$ cat src/rtl/booth_mul_if.sv
// Operand/result bundle for booth_mul: start request, operands, busy/done status and product.
// BOOTH_SM_OUT_EN adds the registered sign-magnitude product_sm.
interface booth_mul_if #(
  parameter int WIDTH = 8
);
  logic                 start;
  logic [WIDTH-1:0]     a_comp;
  logic [WIDTH-1:0]     b_comp;
  logic                 busy;
  logic                 done;
  logic [2*WIDTH-1:0]   product;
`ifdef BOOTH_SM_OUT_EN
  logic [2*WIDTH-1:0]   product_sm;

  modport master (
    output start, a_comp, b_comp,
    input  busy, done, product, product_sm
  );

  modport slave (
    input  start, a_comp, b_comp,
    output busy, done, product, product_sm
  );
`else
  modport master (
    output start, a_comp, b_comp,
    input  busy, done, product
  );

  modport slave (
    input  start, a_comp, b_comp,
    output busy, done, product
  );
`endif
endinterface

$ cat src/rtl/booth_mul.sv
// Sequential radix-2 Booth multiplier: one Booth step per clock, start/busy/done handshake.
// Define BOOTH_SM_OUT_EN to add the registered sign-magnitude output product_sm.
module booth_mul #(
  parameter int WIDTH = 8
) (
  input  logic       clk,
  input  logic       rst,
  booth_mul_if.slave bus
);
  localparam int CW = $clog2(WIDTH);
  localparam int PW = 2 * WIDTH;

  typedef enum logic [1:0] {
    IDLE = 2'd0,
    CALC = 2'd1,
    DONE = 2'd2
  } state_e;

  state_e           state_q, state_d;
  logic [WIDTH-1:0] m_q, m_d;
  logic [WIDTH-1:0] q_q, q_d;
  logic [WIDTH:0]   acc_q, acc_d;
  logic             q1_q, q1_d;
  logic [CW-1:0]    cnt_q, cnt_d;
  logic [PW-1:0]    prod_q, prod_d;

  logic [WIDTH:0]   m_ext;
  logic [WIDTH:0]   sum;
  logic [WIDTH:0]   acc_sh;
  logic [WIDTH-1:0] q_sh;
  logic [PW-1:0]    prod_new;

`ifdef BOOTH_SM_OUT_EN
  logic [PW-1:0]    sm_q, sm_d;
  logic             sm_sign;
  logic [PW-2:0]    sm_mag;
  logic [PW-1:0]    sm_new;
`endif

  // ACC is one bit wider than M so subtracting M = -2^(WIDTH-1) cannot overflow.
  assign m_ext = {m_q[WIDTH-1], m_q};

  always_comb begin
    case ({q_q[0], q1_q})
      2'b01:   sum = acc_q + m_ext;
      2'b10:   sum = acc_q - m_ext;
      default: sum = acc_q;
    endcase
  end

  assign acc_sh   = {sum[WIDTH], sum[WIDTH:1]};
  assign q_sh     = {sum[0], q_q[WIDTH-1:1]};
  assign prod_new = {acc_sh[WIDTH-1:0], q_sh};

`ifdef BOOTH_SM_OUT_EN
  // |product| never exceeds 2^(2W-2), so PW-1 magnitude bits always suffice.
  assign sm_sign = prod_new[PW-1];
  assign sm_mag  = sm_sign ? (~prod_new[PW-2:0] + (PW-1)'(1)) : prod_new[PW-2:0];
  assign sm_new  = {sm_sign, sm_mag};
`endif

  always_comb begin
    state_d = state_q;
    m_d     = m_q;
    q_d     = q_q;
    acc_d   = acc_q;
    q1_d    = q1_q;
    cnt_d   = cnt_q;
    prod_d  = prod_q;
`ifdef BOOTH_SM_OUT_EN
    sm_d    = sm_q;
`endif
    case (state_q)
      IDLE: begin
        if (bus.start) begin
          m_d     = bus.a_comp;
          q_d     = bus.b_comp;
          acc_d   = '0;
          q1_d    = 1'b0;
          cnt_d   = '0;
          state_d = CALC;
        end
      end
      CALC: begin
        acc_d = acc_sh;
        q_d   = q_sh;
        q1_d  = q_q[0];
        cnt_d = cnt_q + CW'(1);
        if (cnt_q == CW'(WIDTH - 1)) begin
          state_d = DONE;
          prod_d  = prod_new;
`ifdef BOOTH_SM_OUT_EN
          sm_d    = sm_new;
`endif
        end
      end
      DONE: begin
        state_d = IDLE;
      end
      default: begin
        state_d = IDLE;
      end
    endcase
  end

  always_ff @(posedge clk or posedge rst) begin
    if (rst) begin
      state_q <= IDLE;
      m_q     <= '0;
      q_q     <= '0;
      acc_q   <= '0;
      q1_q    <= 1'b0;
      cnt_q   <= '0;
      prod_q  <= '0;
`ifdef BOOTH_SM_OUT_EN
      sm_q    <= '0;
`endif
    end else begin
      state_q <= state_d;
      m_q     <= m_d;
      q_q     <= q_d;
      acc_q   <= acc_d;
      q1_q    <= q1_d;
      cnt_q   <= cnt_d;
      prod_q  <= prod_d;
`ifdef BOOTH_SM_OUT_EN
      sm_q    <= sm_d;
`endif
    end
  end

  assign bus.busy    = (state_q == CALC);
  assign bus.done    = (state_q == DONE);
  assign bus.product = prod_q;
`ifdef BOOTH_SM_OUT_EN
  assign bus.product_sm = sm_q;
`endif

endmodule

$ cat src/flat_wrapper.sv
// flat-port wrapper written by rule: the top's interface ports become plain ports
module booth_mul_flat 
#(
  parameter int WIDTH = 8
)
  (clk, rst, bus_start, bus_a_comp, bus_b_comp, bus_busy, bus_done, bus_product);
  booth_mul_if #(.WIDTH(WIDTH)) bus_i ();
  input  logic clk;
  input  logic rst;
  input wire logic [$bits(bus_i.start)-1:0] bus_start;
  input wire logic [$bits(bus_i.a_comp)-1:0] bus_a_comp;
  input wire logic [$bits(bus_i.b_comp)-1:0] bus_b_comp;
  output wire logic [$bits(bus_i.busy)-1:0] bus_busy;
  output wire logic [$bits(bus_i.done)-1:0] bus_done;
  output wire logic [$bits(bus_i.product)-1:0] bus_product;
  assign bus_i.start = bus_start;
  assign bus_i.a_comp = bus_a_comp;
  assign bus_i.b_comp = bus_b_comp;
  assign bus_busy = bus_i.busy;
  assign bus_done = bus_i.done;
  assign bus_product = bus_i.product;
  booth_mul #(.WIDTH(WIDTH)) u_core (.clk(clk), .rst(rst), .bus(bus_i));
endmodule
$ cat config.mk
export PLATFORM = sky130hd
export DESIGN_NAME = booth_mul_flat
export DESIGN_NICKNAME = d
export VERILOG_FILES = /design/src/rtl/booth_mul_if.sv /design/src/rtl/booth_mul.sv /design/src/flat_wrapper.sv
export SDC_FILE = /design/constraint.sdc
export NUM_CORES = 1
export LEC_CHECK = 0
export BUFFER_PORTS_ARGS = -buffer_cell sky130_fd_sc_hd__buf_2
export CELL_PAD_IN_SITES_DETAIL_PLACEMENT = 1
export CELL_PAD_IN_SITES_GLOBAL_PLACEMENT = 2
export CORE_MARGIN = 10
export CORE_UTILIZATION = 31
export CTS_CLUSTER_DIAMETER = 200
export DETAILED_ROUTE_END_ITERATION = 10
export MAX_ROUTING_LAYER = met4
export PLACE_DENSITY = 0.81
export SKIP_LAST_GASP = 1
export SYNTH_ARGS = -nofsm -noshare
export SYNTH_HDL_FRONTEND = slang
export SYNTH_SLANG_ARGS = --single-unit
export TNS_END_PERCENT = 50
$ cat constraint.sdc
create_clock -name clk -period 2.65 [get_ports clk]
set_input_delay 0 -clock clk [delete_from_list [all_inputs] [get_ports clk]]
set_output_delay 0 -clock clk [all_outputs]
set_load 0.01 [all_outputs]
=== Yosys cells after proc, flatten, opt, wreduce, memory -nomap -nowiden ===
Cells that the tools add are included.

* Reduce and logical (&&, ||, !) cells: 6
* Multiplexer cells: 12
* $add $sub $neg: 3
* Eq/ne operators: 7

{| class="wikitable"
|+ Operators by type and width
! kind !! count
|-
| 9-bit case mux with 2 select lines || 2
|-
| 8-bit case mux with 2 select lines || 1
|-
| 9-bit adder || 1
|-
| 9-bit two-way mux || 1
|-
| 9-bit subtractor || 1
|-
| 8-bit two-way mux || 1
|-
| 2-bit AND reduction || 4
|-
| 3-bit case mux with 2 select lines || 1
|-
| 2-bit by 1-bit equality test with 1-bit output (second input constant) || 2
|-
| 2-bit equality test (second input constant) || 2
|-
| 2-bit two-way mux || 2
|-
| 2-bit case mux with 2 select lines || 1
|-
| 3-bit by 1-bit adder with 3-bit output (second input constant) || 1
|-
| 3-bit equality test (second input constant) || 1
|-
| 3-bit two-way mux || 1
|-
| 2-bit logical NOT || 1
|-
| 2-bit by 1-bit != test with 1-bit output (second input constant) || 1
|-
| 2-bit != test (second input constant) || 1
|-
| 1-bit case mux with 2 select lines || 1
|-
| 2-bit nonzero test || 1
|-
| 1-bit two-way mux || 1
|}

* Output and inout port bits: 18
* Register bits after elaboration: 47
* Bits of input ports: 19
* Logic and storage cells: 35

=== Logic depth before layout (Yosys ltp) ===
Gate-level depths: netlist of run 1.

* Depth in word-level cells: 3
* Gate-level depth with buffers: 12
* Mapped depth without buffers: 12

=== Worst setup path after synthesis of run 1 ===
OpenSTA, ideal clock, no wires.

* Kind: register to register
* Start: register u_core.q1_q
* End: register u_core.prod_q[15], in the netlist u_core.bus.product[15]
* Arrival time: 2.366 ns
* Setup time: 0.121 ns
* Slack: 0.163 ns
* Buffers on the path: 1
* Clock period less this slack: 2.487 ns
* Cell stages (with the launch flop): 12
* Required time: 2.529 ns
* Cells stage by stage: dfrtp_1 > inv_1 > ha_1 > buf_4 > mux2_2 > fa_1 > nand2b_1 > a21oi_1 > a21oi_2 > mux2i_2 > xor2_1 > o21ai_1

* Cells in the longest elaborated chain, start to end: 2
* Elaborated cells on any way between the ends: 3
* Classes of those cells: eq/ne (2); mux (1)

{| class="wikitable"
|+ Ends and longest elaborated chain
! element !! line !! source
|-
| start: declaration || booth_mul.sv:23 || <nowiki>logic q1_q, q1_d;</nowiki>
|-
| start signal: assignment || booth_mul.sv:123 || <nowiki>q1_q <= q1_d;</nowiki>
|-
| 2-bit equality test / 2-bit by 1-bit equality test with 1-bit output (equally long branches) || booth_mul.sv:44 || <nowiki>case ({q_q[0], q1_q})</nowiki>
|-
| 9-bit case mux with 2 select lines (*) || booth_mul.sv:44 ||
|-
| end signal: assignment || booth_mul.sv:125 || <nowiki>prod_q <= prod_d;</nowiki>
|-
| end: declaration || booth_mul.sv:25 || <nowiki>logic [PW-1:0] prod_q, prod_d;</nowiki>
|}

Mark *: on every way between the ends. The rest lies on a longest branch, timed or not.
A chain may end at the register's enable or synchronous reset.

=== Worst setup path after layout of run 1 ===
* Start: register u_core.m_q[0]
* End: register u_core.prod_q[15], in the netlist u_core.bus.product[15]

* Cells in the longest elaborated chain, start to end: 2
* Elaborated cells on any way between the ends: 3
* Classes of those cells: add/sub (2); mux (1)

{| class="wikitable"
|+ Ends and longest elaborated chain
! element !! line !! source
|-
| start: declaration || booth_mul.sv:20 || <nowiki>logic [WIDTH-1:0] m_q, m_d;</nowiki>
|-
| start signal: assignment || booth_mul.sv:120 || <nowiki>m_q <= m_d;</nowiki>
|-
| 9-bit subtractor / 9-bit adder (equally long branches) || booth_mul.sv:46, booth_mul.sv:45 ||
|-
| 9-bit case mux with 2 select lines (*) || booth_mul.sv:44 ||
|}

Marked as above.

==> results of run 1 <==
## through the flow
step,setup TNS (ns),cells,util (%)
detailed placement,-0.181,393,35.5
global route,-0.468,424,41.2
finish,0,424,41.2
CTS,0,417,39.3
global placement,0,393,35.5
floorplan,0,260,-
## repair_timing
action / in CTS / in global routing
pin swaps: 0 / 19
hold buffers: 17 / 0
setup endpoints to repair: 6 / 10
gates resized for setup: 2 / 26
setup buffers: 0 / 7
endpoints found under the hold margin: 45 / 0
## worst paths after layout
| check | start | to | slack, ns | depth (start not counted) |
|---|---|---|---|---|
| max | u_core.m_q[0]$_DFFE_PP0P_ | u_core.bus.product[15]$_DFFE_PP0P_ | 0.05 | 11 |
| min | bus_start | u_core.q_q[3]$_DFFE_PP0P_ | 0.25 | 4 |
| max reg2reg | u_core.m_q[0]$_DFFE_PP0P_ | u_core.bus.product[15]$_DFFE_PP0P_ | 0.05 | 11 |
| min reg2reg | u_core.bus.product[14]$_DFFE_PP0P_ | u_core.bus.product[14]$_DFFE_PP0P_ | 0.49 | 2 |
| max in group asynchronous | rst | u_core.m_q[1]$_DFFE_PP0P_ | 1.53 | 4 |
| min in group asynchronous | rst | u_core.bus.product[3]$_DFFE_PP0P_ | 0.37 | 3 |
## routing by layer
layer  global-route usage (%)  vias to the layer above
li1                         -                     1008
met1                     13.1                      976
met2                     17.4                       24
met3                     2.02                        8
met4                     3.11                        0
met5                        -                        -
## cell usage after synthesis, drive strengths merged
| cell type | count | area [µm²] |
|---|---|---|
| a31o | 1 | 8.76 |
| a21o | 2 | 15.0 |
| nand2b | 2 | 12.5 |
| o21ai | 29 | 149 |
| mux2 | 10 | 113 |
| a21oi | 8 | 43.8 |
| xor2 | 4 | 35.0 |
| fa | 1 | 20.0 |
| nor2b | 2 | 12.5 |
| a221o | 1 | 10.0 |
| nor3b | 1 | 12.5 |
| o31ai | 2 | 15.0 |
| o211ai | 1 | 7.51 |
| nor4 | 1 | 6.26 |
| a31oi | 11 | 68.8 |
| and2 | 4 | 25.0 |
| or3 | 2 | 12.5 |
| and4 | 1 | 8.76 |
| clkbuf | 6 | 22.5 |
| nand2 | 54 | 210 |
| xnor2 | 8 | 70.1 |
| a211oi | 1 | 7.51 |
| buf | 7 | 48.8 |
| ha | 12 | 150 |
| dfrtp | 46 | 1150 |
| nor2 | 18 | 67.6 |
| mux2i | 3 | 33.8 |
| nand3 | 7 | 35.0 |
| inv | 13 | 48.8 |
| nor3 | 2 | 10.0 |
## state kept, by name, indices dropped and copies added, names as in the netlist
register	count
u_core.q_q	8
u_core.bus.product	16
u_core.q1_q	1
u_core.state_q	2
u_core.cnt_q	3
u_core.m_q	8
u_core.acc_q	8
## critical path, cell delays in order, from the launching register on
cell     delay (ns)
dfrtp_1        0.42
buf_4          0.16
nor4_4         0.22
a21oi_2        0.10
xnor2_1        0.23
ha_1           0.31
a21o_1         0.19
a31o_1         0.18
a21oi_2        0.12
mux2i_2        0.29
xor2_1         0.17
o21ai_1        0.07
## area by class of cell
class	instances	area (µm²)
clock buffer	6	82.6
fill	916	4520
multi-input combinational	188	1260
inverter	13	48.8
tap	102	128
clock inverter	1	30.0
sequential	46	1150
timing repair buffer	68	467
## cells by family (layout without fill, tap and decap cells)
group           Yosys count  after routing  synth area share [%]
compound gates           56             56                  13.4
simple gates             94             94                  17.0
flops                    46             46                  47.3
buf+inv                  26             88                  4.94
fa+ha+maj                13             13                  7.00
xor+xnor                 12             12                  4.32
mux                      13             13                  6.02
==> reports/qor.yml, run 1 <==
status:
  status: "finished clean"
floorplan:
  dieHeight_um: 109
  std_cell_rows: 32
  coreArea_um2: 7690
  die-area_um2: 11800
  die_w_um: 109
  initial_core_util_pct: 31.6
  pin_count: 37
global_routing:
  grt_pass1_vias: 2044
  grt_antenna_before_repair: 0
  overflow: 0
  grt.total_usage_pct: 10.7
  grt_start_max_net_pins: 36
  grt_first_pass_wirelength_mm: 9.95
detailed_routing:
  drc: 0
  via_per_inst: 4.75
  wl_per_cell_um: 14.5
  wl_met1_mm: 2.88
  drt_pre_antenna_iters: 4
  num_vias: 2016
  ant_nets: 0
  wl_met3_um: 196
  totalWireLength_mm: 6.16
  wl_met2_mm: 3.02
  drt_iter0_markers: 58
  topRoutingLayerUsed: "met4"
clock_network:
  cts_sinks: 46
  clockBufferDepth: 2
  cts_max_level: 2
  clk_latency_ns: 0.30
  tritoncts: "yes"
  clkTransAtPathRegs_ns: 0.08
  numCtsBuffers: 5
  cts-root-buf: "clkbuf_8"
logic_synthesis:
  synth-seq-cells: 46
  synthesis.nets: 292
  ys_seq_area_share_pct: 47.3
  syn_area_um2: 2430
  yosysWarnings: 0
  ys_types: 40
  synthCells: 260
  synth_area_per_cell_um2: 9.35
cells_and_area:
  drive_gt1_share_pct: 27.6
  fin_area_um2: 3170
  antenna_cells: 0
  nets: 354
  final_cell_mix: "52 x nand2_1, 45 x dfrtp_1, 36 x buf_2"
  layout_commonest_cell: "nand2_1"
  syn_to_final_growth_pct: 30.3
placed_design:
  portBuffers: 36
  gp_congestion: 0.756
  place_ws_ns: -0.0983
  post_dp_cell_area_um2: 2730
  dp.final_hpwl_mm: 4.36
setup_path:
  cp.required_ns: 2.83
  path_class: "flop to flop"
  start_kind: "flop"
  critPathCaptureType: "flop"
  critPathMaxFanout: 4
  worstPathArrival_ns: 2.78
timing:
  slew_violations: 0
  fin_crit_ns: 2.60
  layout_setup_ws_ns: 0.0475
  finalHoldViolations: 0
  slew_headroom_pct: 28.4
  post-route-period-util_pct: 98.2
  max_clock_freq_ghz: 0.384
  worst_hold_slack_ns: 0.253
  fin_skew_ns: 0.00660
  finalSetupViolations: 0
  rsz0062_at_grt: "true"
  worstMarginPinSlew_ns: 1.07
hold_path:
  hp-class: "input port to flop"
flow_run:
  drv_cap: 0
Power of run 1 is not shown: default switching activity piles up to over one toggle a cycle in this logic, so the estimate is an artifact.
==> run 2, diff against run 1 <==
--- a/config.mk
+++ b/config.mk
@@ -13,7 +13,7 @@
 export CTS_CLUSTER_DIAMETER = 200
 export DETAILED_ROUTE_END_ITERATION = 10
 export MAX_ROUTING_LAYER = met4
-export PLACE_DENSITY = 0.81
+export PLACE_DENSITY_LB_ADDON = 0.05
 export SKIP_LAST_GASP = 1
 export SYNTH_ARGS = -nofsm -noshare
 export SYNTH_HDL_FRONTEND = slang
==> constraint.sdc (replaced) <==
create_clock -name clk -period 2.65 [get_ports clk]
set_input_delay 0.6625 -clock clk [delete_from_list [all_inputs] [get_ports clk]]
set_output_delay 0.6625 -clock clk [all_outputs]
set_load 0.01 [all_outputs]
==> reports/qor.yml, run 2 (synthesis gave the netlist of run 1 again) <==
status:
  status: "finished clean"
timing:
  max_clock_freq_ghz: 0.391  # +1.8%
  post-route-period-util_pct: 96.5  # -1.7 points
  finalSetupViolations: 0  # unchanged
  rsz0062_at_grt: "true"
  finalHoldViolations: 0  # unchanged
  setup-tns-final_ns: 0  # unchanged
  slew_violations: 0  # unchanged
  fin_crit_ns: 2.56  # -0.0453 ns
  fin_skew_ns: 0.00475  # -0.00184 ns
  slew_headroom_pct: 64.5  # +36 points
  worstMarginPinSlew_ns: 0.532  # -0.535 ns
cells_and_area:
  multi_input_area_um2: 1250  # -0.70%
  syn_to_final_growth_pct: 23.3
  largest_reg_flops: 16  # unchanged
  area.sequential_um2: 1150  # unchanged
  nets: 337  # -4.8%
  final_cell_mix: "53 x nand2_1, 45 x dfrtp_1, 36 x buf_2"
  drive_gt1_share_pct: 28.1  # +0.46 points
  layout_commonest_cell: "nand2_1"
  antenna_cells: 0  # unchanged
  fill_cells: 918  # +0.22%
clock_network:
  cts_max_level: 2  # unchanged
  clockBufferDepth: 2  # unchanged
  tritoncts: "yes"
  clk_latency_ns: 0.30  # about the same
  clkTransAtPathRegs_ns: 0.09  # about the same
  cts-root-buf: "clkbuf_8"
  cts_sinks: 46  # unchanged
  numCtsBuffers: 5  # unchanged
  cts.hold.buffers_added: 0  # -17
detailed_routing:
  num_vias: 1904  # -5.6%
  drt_pre_antenna_iters: 4  # unchanged
  totalWireLength_mm: 5.98  # -3.0%
  via_per_inst: 4.67  # -1.9%
  drt_iter0_markers: 54  # -6.9%
  drc: 0  # unchanged
  ant_nets: 0  # unchanged
  wl_per_cell_um: 14.6  # +0.75%
global_routing:
  grt_pass1_vias: 1957  # -4.3%
  overflow: 0  # unchanged
  grt.total_usage_pct: 10.9  # +0.28 points
  grt_start_max_net_pins: 36  # unchanged
  grt_antenna_before_repair: 0  # unchanged
  grt_first_pass_wirelength_mm: 9.99  # +0.42%
floorplan:
  initial_core_util_pct: 31.6  # unchanged
  die-area_um2: 11800  # unchanged
  pin_count: 37  # unchanged
  dieHeight_um: 109  # unchanged
  die_w_um: 109  # unchanged
  std_cell_rows: 32  # unchanged
  coreArea_um2: 7690  # unchanged
setup_path:
  path_class: "flop to flop"
  crit_start: "u_core.q_q[0]$_DFFE_PP0P_"
  reg2reg_from: "u_core.q_q[0]$_DFFE_PP0P_"
  critPathMaxFanout: 7  # +3
  critPathCaptureType: "flop"
  worstPathArrival_ns: 2.75  # -0.03 ns
  cp.required_ns: 2.84  # about the same
  start_kind: "flop"
placed_design:
  portBuffers: 36  # unchanged
  gp_congestion: 0.758  # +0.25%
  dp.final_hpwl_mm: 4.48  # +2.6%
flow_run:
  drv_cap: 0  # unchanged
hold_path:
  hp-class: "input port to asynchronous set/reset pin"
-- run 2: final timing paths --
kind / end / cells after the start / slack [ns]
worst min register to register: u_core.bus.product[11]$_DFFE_PP0P_ / 2 / 0.48
worst max register to register: u_core.bus.product[15]$_DFFE_PP0P_ / 11 / 0.09
worst max-delay path: u_core.bus.product[15]$_DFFE_PP0P_ / 11 / 0.09
max in group asynchronous: u_core.m_q[1]$_DFFE_PP0P_ / 3 / 1.74
min in group clk: u_core.bus.product[11]$_DFFE_PP0P_ / 2 / 0.48
worst min-delay path: u_core.q_q[3]$_DFFE_PP0P_ / 2 / 0.39
-- run 2: final cells by class --
cell class                      count  area share (%)
Tap cell                          102            4.26
Sequential cell                    46            38.5
Multi-Input combinational cell    188            41.7
Clock buffer                        5            2.30
Clock inverter                      3            1.46
Inverter                           13            1.63
Timing Repair Buffer               51            10.2
-- run 2: metal layers --
metal | vias up | GRT usage [%] | share of wire, %
li1 | 968 | - | -
met1 | 904 | 14.7 | 52
met2 | 27 | 15.7 | 43
met3 | 5 | 2.62 | 3.5
met4 | 0 | 3.67 | 1.2
met5 | - | - | 0
-- run 2: through the flow --
stage               setup slack (ns)  utilization [%]  area, µm²  hold slack [ns]  instances
floorplan                      0.163                -       2430            0.468        260
global placement              0.0340             35.8       2760            0.457        395
detailed placement           -0.0375             35.8       2760            0.468        395
CTS                          -0.0102             37.4       2870            0.394        403
global route                 -0.0510             39.0       3000            0.426        408
finish                        0.0928             39.0       3000            0.386        408
-- run 2: repair_timing --
| item | in CTS | in global routing |
|---|---|---|
| gates resized for setup | 1 | 21 |
| setup buffers | 0 | 5 |
| setup endpoints to repair | 8 | 10 |
| pin swaps | 0 | 9 |
-- run 2: critical path, stage by stage, from the launching register on --
cell and delay (ns):
dfrtp_1 0.43, ha_4 0.19, buf_4 0.15, a21oi_1 0.14, xnor2_1 0.16, ha_1 0.31
a21o_1 0.20, a31o_1 0.19, a21oi_2 0.13, mux2i_2 0.30, xor2_1 0.18, o21ai_1 0.07
Power of run 2 is left out for the same reason.
